**src/rtl/fft_r2_ctrl.sv**
```systemverilog
// In-place radix-2 DIT FFT sequencer: walks every stage/butterfly, issues one
// butterfly read per cycle and replays the read addresses as delayed write-backs.
module fft_r2_ctrl #(
  parameter int N_LOG2   = 3,
  parameter int PIPE_LAT = 2
) (
  input  logic              clk,
  input  logic              rst_n,
  input  logic              start,
  output logic              busy,
  output logic              done,
  output logic [3:0]        stage,
  output logic              rd_en,
  output logic [N_LOG2-1:0] rd_addr_a,
  output logic [N_LOG2-1:0] rd_addr_b,
  output logic [N_LOG2-2:0] tw_addr,
  output logic              wr_en,
  output logic [N_LOG2-1:0] wr_addr_a,
  output logic [N_LOG2-1:0] wr_addr_b
);

  localparam int AW  = N_LOG2;
  localparam int KW  = N_LOG2 - 1;
  localparam int DLY = PIPE_LAT + 1;

  localparam logic [KW-1:0] K_LAST     = '1;
  localparam logic [3:0]    S_LAST     = 4'(N_LOG2 - 1);
  localparam logic [3:0]    DRAIN_LAST = 4'(PIPE_LAT);
  localparam logic [3:0]    KW4        = 4'(KW);

  typedef enum logic [1:0] {IDLE, RUN, DRAIN, DONE} state_t;

  state_t        state_q, state_d;
  logic [KW-1:0] k_q, k_d;
  logic [3:0]    s_q, s_d;
  logic [3:0]    cnt_q, cnt_d;
  logic          busy_d, done_d, rd_en_d;
  logic [AW-1:0] addr_a_d, addr_b_d;
  logic [KW-1:0] tw_d;

  logic [AW-1:0] kx, hx, jx, twx;

  always_comb begin
    state_d = state_q;
    k_d     = k_q;
    s_d     = s_q;
    cnt_d   = cnt_q;
    rd_en_d = 1'b0;
    done_d  = 1'b0;
    case (state_q)
      IDLE: begin
        if (start) begin
          state_d = RUN;
          k_d     = '0;
          s_d     = '0;
          rd_en_d = 1'b1;
        end
      end
      RUN: begin
        if (k_q == K_LAST) begin
          state_d = DRAIN;
          k_d     = '0;
          cnt_d   = '0;
        end else begin
          k_d     = k_q + KW'(1);
          rd_en_d = 1'b1;
        end
      end
      DRAIN: begin
        if (cnt_q == DRAIN_LAST) begin
          if (s_q == S_LAST) begin
            state_d = DONE;
            done_d  = 1'b1;
          end else begin
            state_d = RUN;
            s_d     = s_q + 4'd1;
            rd_en_d = 1'b1;
          end
        end else begin
          cnt_d = cnt_q + 4'd1;
        end
      end
      DONE: state_d = IDLE;
      default: state_d = IDLE;
    endcase
    busy_d = (state_d != IDLE);
  end

  // Butterfly k of stage s: group g = k>>s, offset j = k mod 2^s; legs are 2^s apart.
  always_comb begin
    kx       = AW'(k_d);
    hx       = AW'(1) << s_d;
    jx       = kx & (hx - AW'(1));
    twx      = jx << (KW4 - s_d);
    addr_a_d = ((kx >> s_d) << (s_d + 4'd1)) | jx;
    addr_b_d = addr_a_d | hx;
    tw_d     = twx[KW-1:0];
    if (!rd_en_d) begin
      addr_a_d = '0;
      addr_b_d = '0;
      tw_d     = '0;
    end
  end

  always_ff @(posedge clk or negedge rst_n) begin
    if (!rst_n) begin
      state_q   <= IDLE;
      k_q       <= '0;
      s_q       <= '0;
      cnt_q     <= '0;
      busy      <= 1'b0;
      done      <= 1'b0;
      rd_en     <= 1'b0;
      rd_addr_a <= '0;
      rd_addr_b <= '0;
      tw_addr   <= '0;
    end else begin
      state_q   <= state_d;
      k_q       <= k_d;
      s_q       <= s_d;
      cnt_q     <= cnt_d;
      busy      <= busy_d;
      done      <= done_d;
      rd_en     <= rd_en_d;
      rd_addr_a <= addr_a_d;
      rd_addr_b <= addr_b_d;
      tw_addr   <= tw_d;
    end
  end

  assign stage = s_q;

  // Write-back shift line: one slot per cycle of RAM read plus datapath latency.
  logic [DLY-1:0] wen_sr;
  logic [AW-1:0]  wa_sr [DLY];
  logic [AW-1:0]  wb_sr [DLY];

  always_ff @(posedge clk or negedge rst_n) begin
    if (!rst_n) begin
      wen_sr <= '0;
      for (int i = 0; i < DLY; i++) begin
        wa_sr[i] <= '0;
        wb_sr[i] <= '0;
      end
    end else begin
      wen_sr[0] <= rd_en;
      wa_sr[0]  <= rd_addr_a;
      wb_sr[0]  <= rd_addr_b;
      for (int i = 1; i < DLY; i++) begin
        wen_sr[i] <= wen_sr[i-1];
        wa_sr[i]  <= wa_sr[i-1];
        wb_sr[i]  <= wb_sr[i-1];
      end
    end
  end

  assign wr_en     = wen_sr[DLY-1];
  assign wr_addr_a = wa_sr[DLY-1];
  assign wr_addr_b = wb_sr[DLY-1];

endmodule

```
**config.mk**
```make
export PLATFORM = sky130hd
export DESIGN_NAME = fft_r2_ctrl
export DESIGN_NICKNAME = d
export VERILOG_FILES = /design/src/rtl/fft_r2_ctrl.sv
export SDC_FILE = /design/constraint.sdc
export NUM_CORES = 1
export LEC_CHECK = 0
export BUFFER_PORTS_ARGS = -buffer_cell sky130_fd_sc_hd__buf_2
export CAP_MARGIN = 20
export CORE_MARGIN = 2
export CORE_UTILIZATION = 57
export DETAILED_ROUTE_END_ITERATION = 7
export GPL_TIMING_DRIVEN = 1
export MAX_ROUTING_LAYER = met4
export PLACE_DENSITY = 0.79
export SLEW_MARGIN = 15
export SYNTH_ARGS = -nofsm -noshare
export SYNTH_HDL_FRONTEND = slang
export SYNTH_SLANG_ARGS = --single-unit
```
**constraint.sdc**
```tcl
create_clock -name clk -period 7.4 [get_ports clk]
set_clock_uncertainty 0.2 [all_clocks]
set_input_delay 0.37 -clock clk [delete_from_list [all_inputs] [get_ports clk]]
set_output_delay 0.37 -clock clk [all_outputs]
set_load 0.005 [all_outputs]
```
# Yosys cells after proc, flatten, opt, wreduce, memory -nomap -nowiden
# Index checks and enable logic that the tools add are counted.
# totals
register_bits,44
elab_cells,68
inputBits,3
output_inout_bits,22
# op_classes
shifts,4
bitwise_logic,3
n_addsub,6
n_mux,26
eq_ne,8
reduce_logical,4
# op_table
cell,count
4-bit 2-to-1 mux,5
4-bit case mux with 2 select lines,2
2-bit 2-to-1 mux,7
4-bit by 1-bit adder with 4-bit output (second input constant),3
4-bit by 2-bit equality test with 1-bit output (second input constant),2
2-bit case mux with 4 select lines,1
1-bit 2-to-1 mux,7
2-bit equality test (second input constant),3
3-bit 2-to-1 mux,2
3-bit bitwise OR,2
2-bit != test (second input constant),2
2-bit case mux with 2 select lines,1
2-bit nonzero test,2
1-bit by 4-bit << shifter with 3-bit output (first input constant),1
3-bit by 4-bit << shifter with 2-bit output,1
3-bit by 4-bit << shifter with 3-bit output,1
2-bit by 4-bit >> shifter with 3-bit output,1
2-bit by 4-bit subtractor with 4-bit output (first input constant),1
2-bit by 3-bit bitwise AND with 3-bit output,1
1-bit case mux with 3 select lines,1
3-bit AND reduction,1
3-bit by 1-bit subtractor with 3-bit output (second input constant),1
2-bit by 1-bit adder with 2-bit output (second input constant),1
2-bit by 1-bit equality test with 1-bit output (second input constant),1
2-bit zero test,1

# Longest topological paths before layout
# depth
word_depth,10
depth_mapped,12
mapped_depth_nobuf,10

# Worst setup path after synthesis
# No wires, ideal clock.
# synth_timing
path_type,register -> register
start,register cnt_q[0]
end,register rd_addr_b[1]
t_arrival_ns,2.792
slack_ns,4.308
path_stages_with_launch,11
n_path_buf,1
period_less_slack_ns,3.092
setup_time_ns,0.099
required_ns,7.101
cell_sequence,dfrtp_1 inv_1 ha_1 or3b_1 or4_1 and3_1 buf_6 inv_2 ha_1 or3_1 a311oi_1
# synth_between
elab_chain_cells,9
word_cells_on_any_way,14
cone_classes,add/sub: 2; eq/ne: 1; shift: 3; mux: 5; bitwise: 3
# synth_rtl
item,line_no,source
from (decl),36,"logic [3:0] cnt_q, cnt_d;"
from (signal assigned),121,cnt_q <= cnt_d;
4-bit by 2-bit equality test with 1-bit output (*),70,if (cnt_q == DRAIN_LAST) begin
4-bit 2-to-1 mux (*),70,
4-bit case mux with 2 select lines (*),50,case (state_q)
named net s_d[0],35,"logic [3:0] s_q, s_d;"
branches (longest 4 deep; another with 4-bit by 1-bit adder with 4-bit output),n/a,
3-bit bitwise OR (*),96,addr_b_d = addr_a_d | hx;
3-bit 2-to-1 mux (*),98,if (!rd_en_d) begin
named net addr_b_d[1],38,"logic [AW-1:0] addr_a_d, addr_b_d;"
to (signal assigned),126,rd_addr_b <= addr_b_d;
to (decl),15,"output logic [N_LOG2-1:0] rd_addr_b,"
# Mark *: on every way through the listed nets, which the timed path passes.
# A chain may end at the register's enable or synchronous reset.

# Worst setup path after layout
# Same ends and word-level chain as after synthesis.

==> flow_metrics.tcl <==
set metrics [dict create \
    synthMuxAreaShare_pct 0 \
    min_path_type "flop to flop" \
    power_density_nw_per_um2 373 \
    hold_violations 0 \
    synth-xor-area-share_pct 1.42 \
    critPathMaxFanout 11 \
    fin_crit_ns 3.59 \
    dr_wl_met2_um 1550 \
    syn_to_final_growth_pct 8.77 \
    h-tree-depth 2 \
    synth_seq_area_share_pct 59.3 \
    die_w_um 61.1 \
    first_pass_iters 4 \
    route.met3.wl_um 88 \
    drive_gt1_share_pct 22.3 \
    wl_met1_um 1420 \
    worst_slew_pin_slew_ns 0.893 \
    die_h_um 61.1 \
    rows 20 \
    cp-start-kind "flop" \
    path_clk_slew_ns 0.12 \
    critPathKind "flop to flop" \
    ys_seq_elements 44 \
    finalPower_w 0.000752 \
    rsz0062_at_grt "false" \
    final_common_cell "dfrtp_1" \
    viasPerCell 5.58 \
    synth-edff-count 0 \
    max-vdd-ir-drop_uv 185 \
    syn_inst 154 \
    yosys_warnings 0 \
    ios 25 \
    finalSetupViolCount 0 \
    synthAdderAreaFrac_pct 4.05 \
    vias 1221 \
    fillers 256 \
    fin_nets 184 \
    end_kind "flop" \
    final_max_slew_viol_count 0 \
    top_layer_used "met4" \
    synth_compound_area_share_pct 13.4 \
    synthFlopType "dfrtp_1" \
    place.gp.congestion 0.850 \
    wl_um 3100 \
    synth_cell_type_count 48 \
    cts_tree "done" \
    design.core.area_um2 3080 \
    num_antenna_cells 0 \
    ant_nets 0 \
    cts_root_buf "clkbuf_4" \
    post-route-drc-count 0 \
    cp.arrival_ns 3.63 \
    grt_overflow 0 \
    clock-sinks 44 \
    antenna_found_initial 0 \
    drt_iter0_markers 106 \
    slew_headroom_pct 40.4 \
    postCtsSetupBuffers 0 \
    period_share_pct 48.5 \
    layout_common_cells "44 x dfrtp_1, 24 x buf_2, 15 x nand2_1, 8 x nor2_1, 6 x ha_1" \
    cts_made_buffers 5 \
    synth_top_family_by_area "simple AND/OR/NAND/NOR gates" \
    grt_max_degree 45 \
    grt_pass1_vias 1192 \
    ys_async_sr_fraction_pct 100 \
    p_leak_nw 1.00 \
    dieArea_um2 3730 \
    wl_per_cell_um 14.1 \
    io_buffers 24 \
    cap_violations 0 \
    run_status "complete, no violations" \
    clkLatencyLatePin_ns 0.34 \
    synthSimpleGateAreaFrac_pct 16.7 \
    hold_ws_ns 0.155 \
    timing.critical_path.required_ns 7.44 \
    grt_pass1_wl_um 5320 \
    grt_usage_pct 20.8 \
    clockBufferDepth 2 \
    tns_ns 0 \
    hpwl_um 2260 \
    clock.fmax_mhz 278 \
    synth_nets 163 \
    syn_avg_cell_area_um2 12.0 \
    syn_area_um2 1860 \
    initial_core_util_pct 60.3 \
]
## Yosys cell counts (3+ instances only)
| cell | instances | area share [%] |
|---|---|---|
| ha_1 | 6 | 4.0 |
| nand2b_1 | 4 | 1.3 |
| buf_4 | 6 | 2.4 |
| nand2_1 | 15 | 3.0 |
| dfrtp_1 | 44 | 59 |
| nor2_1 | 8 | 1.6 |
| a21oi_1 | 4 | 1.1 |
| a221oi_1 | 3 | 1.4 |
| clkbuf_1 | 3 | 0.61 |
| o21ai_0 | 3 | 0.81 |
| nor2b_1 | 4 | 1.3 |
| nand3_1 | 3 | 0.81 |
| inv_1 | 5 | 1.0 |
## kinds of logic after synthesis
family | count (synthesis)
AND/OR/NAND/NOR | 55
flip-flops | 44
AO/OA/AOI/OAI | 29
buffers and inverters | 17
adder cells (fa/ha/maj) | 6
XOR/XNOR | 3
## metal layers
metal	up-vias	GRT usage, %
met5	-	-
li1	583	-
met1	610	26.0
met4	0	6.83
met3	4	6.93
met2	24	31.9
## flip-flops by register name, indices dropped and copies added (netlist names), 4 cells and up
register and flops:
cnt_q 4, stage 4, wa_sr 6, wb_sr 6
## critical path, cell delays in order, from the launching register on
cell      delay, ns
dfrtp_1        0.45
inv_1          0.08
ha_1           0.15
or3b_1         0.55
or4_1          0.58
and3_1         0.30
inv_2          0.15
ha_1           0.32
or3_1          0.42
a311oi_1       0.30
## stage by stage
step	setup slack (ns)	utilization, %	instance area, µm²	cells
2_1_floorplan	4.31	-	1860	154
3_3_place_gp	4.01	63.6	1960	211
3_5_place_dp	3.83	63.6	1960	211
4_1_cts	3.82	65.6	2020	219
5_1_grt	3.61	65.6	2020	219
6_report	3.81	65.6	2020	219
## power breakdown
group,internal [W],switching [W],total (W)
sequential,0.000317,0.0000524,0.000369
clock,0.0000347,0.0000691,0.000104
combinational,0.000117,0.000162,0.000279
total,0.000469,0.000284,0.000752
## repair_timing
item | in CTS | in global routing
resized for setup | 0 | 0
hold endpoints to repair | 44 | 0
hold buffers | 1 | 0
## final cells by class
class / instances / area (µm²) / share of cell area, %
sequential: 44 / 1100 / 54.6
multi-input combinational: 93 / 659 / 32.7
timing repair buffer: 25 / 130 / 6.45
tap: 44 / 55.1 / 2.73
clock buffer: 5 / 37.5 / 1.86
inverter: 6 / 22.5 / 1.12
clock inverter: 2 / 12.5 / 0.620
## worst paths after layout
path,start,end,slack [ns],depth (start not counted)
max,cnt_q[0],rd_addr_b[1],3.81,9
min reg2reg,wb_sr[8],wb_sr[5],0.15,0
min in group asynchronous,rst_n,cnt_q[1],0.48,2
max reg2reg,cnt_q[0],rd_addr_b[1],3.81,9
max in group asynchronous,rst_n,wb_sr[7],5.97,2
min,wb_sr[8],wb_sr[5],0.15,0
(Power assumes the default switching activity.)
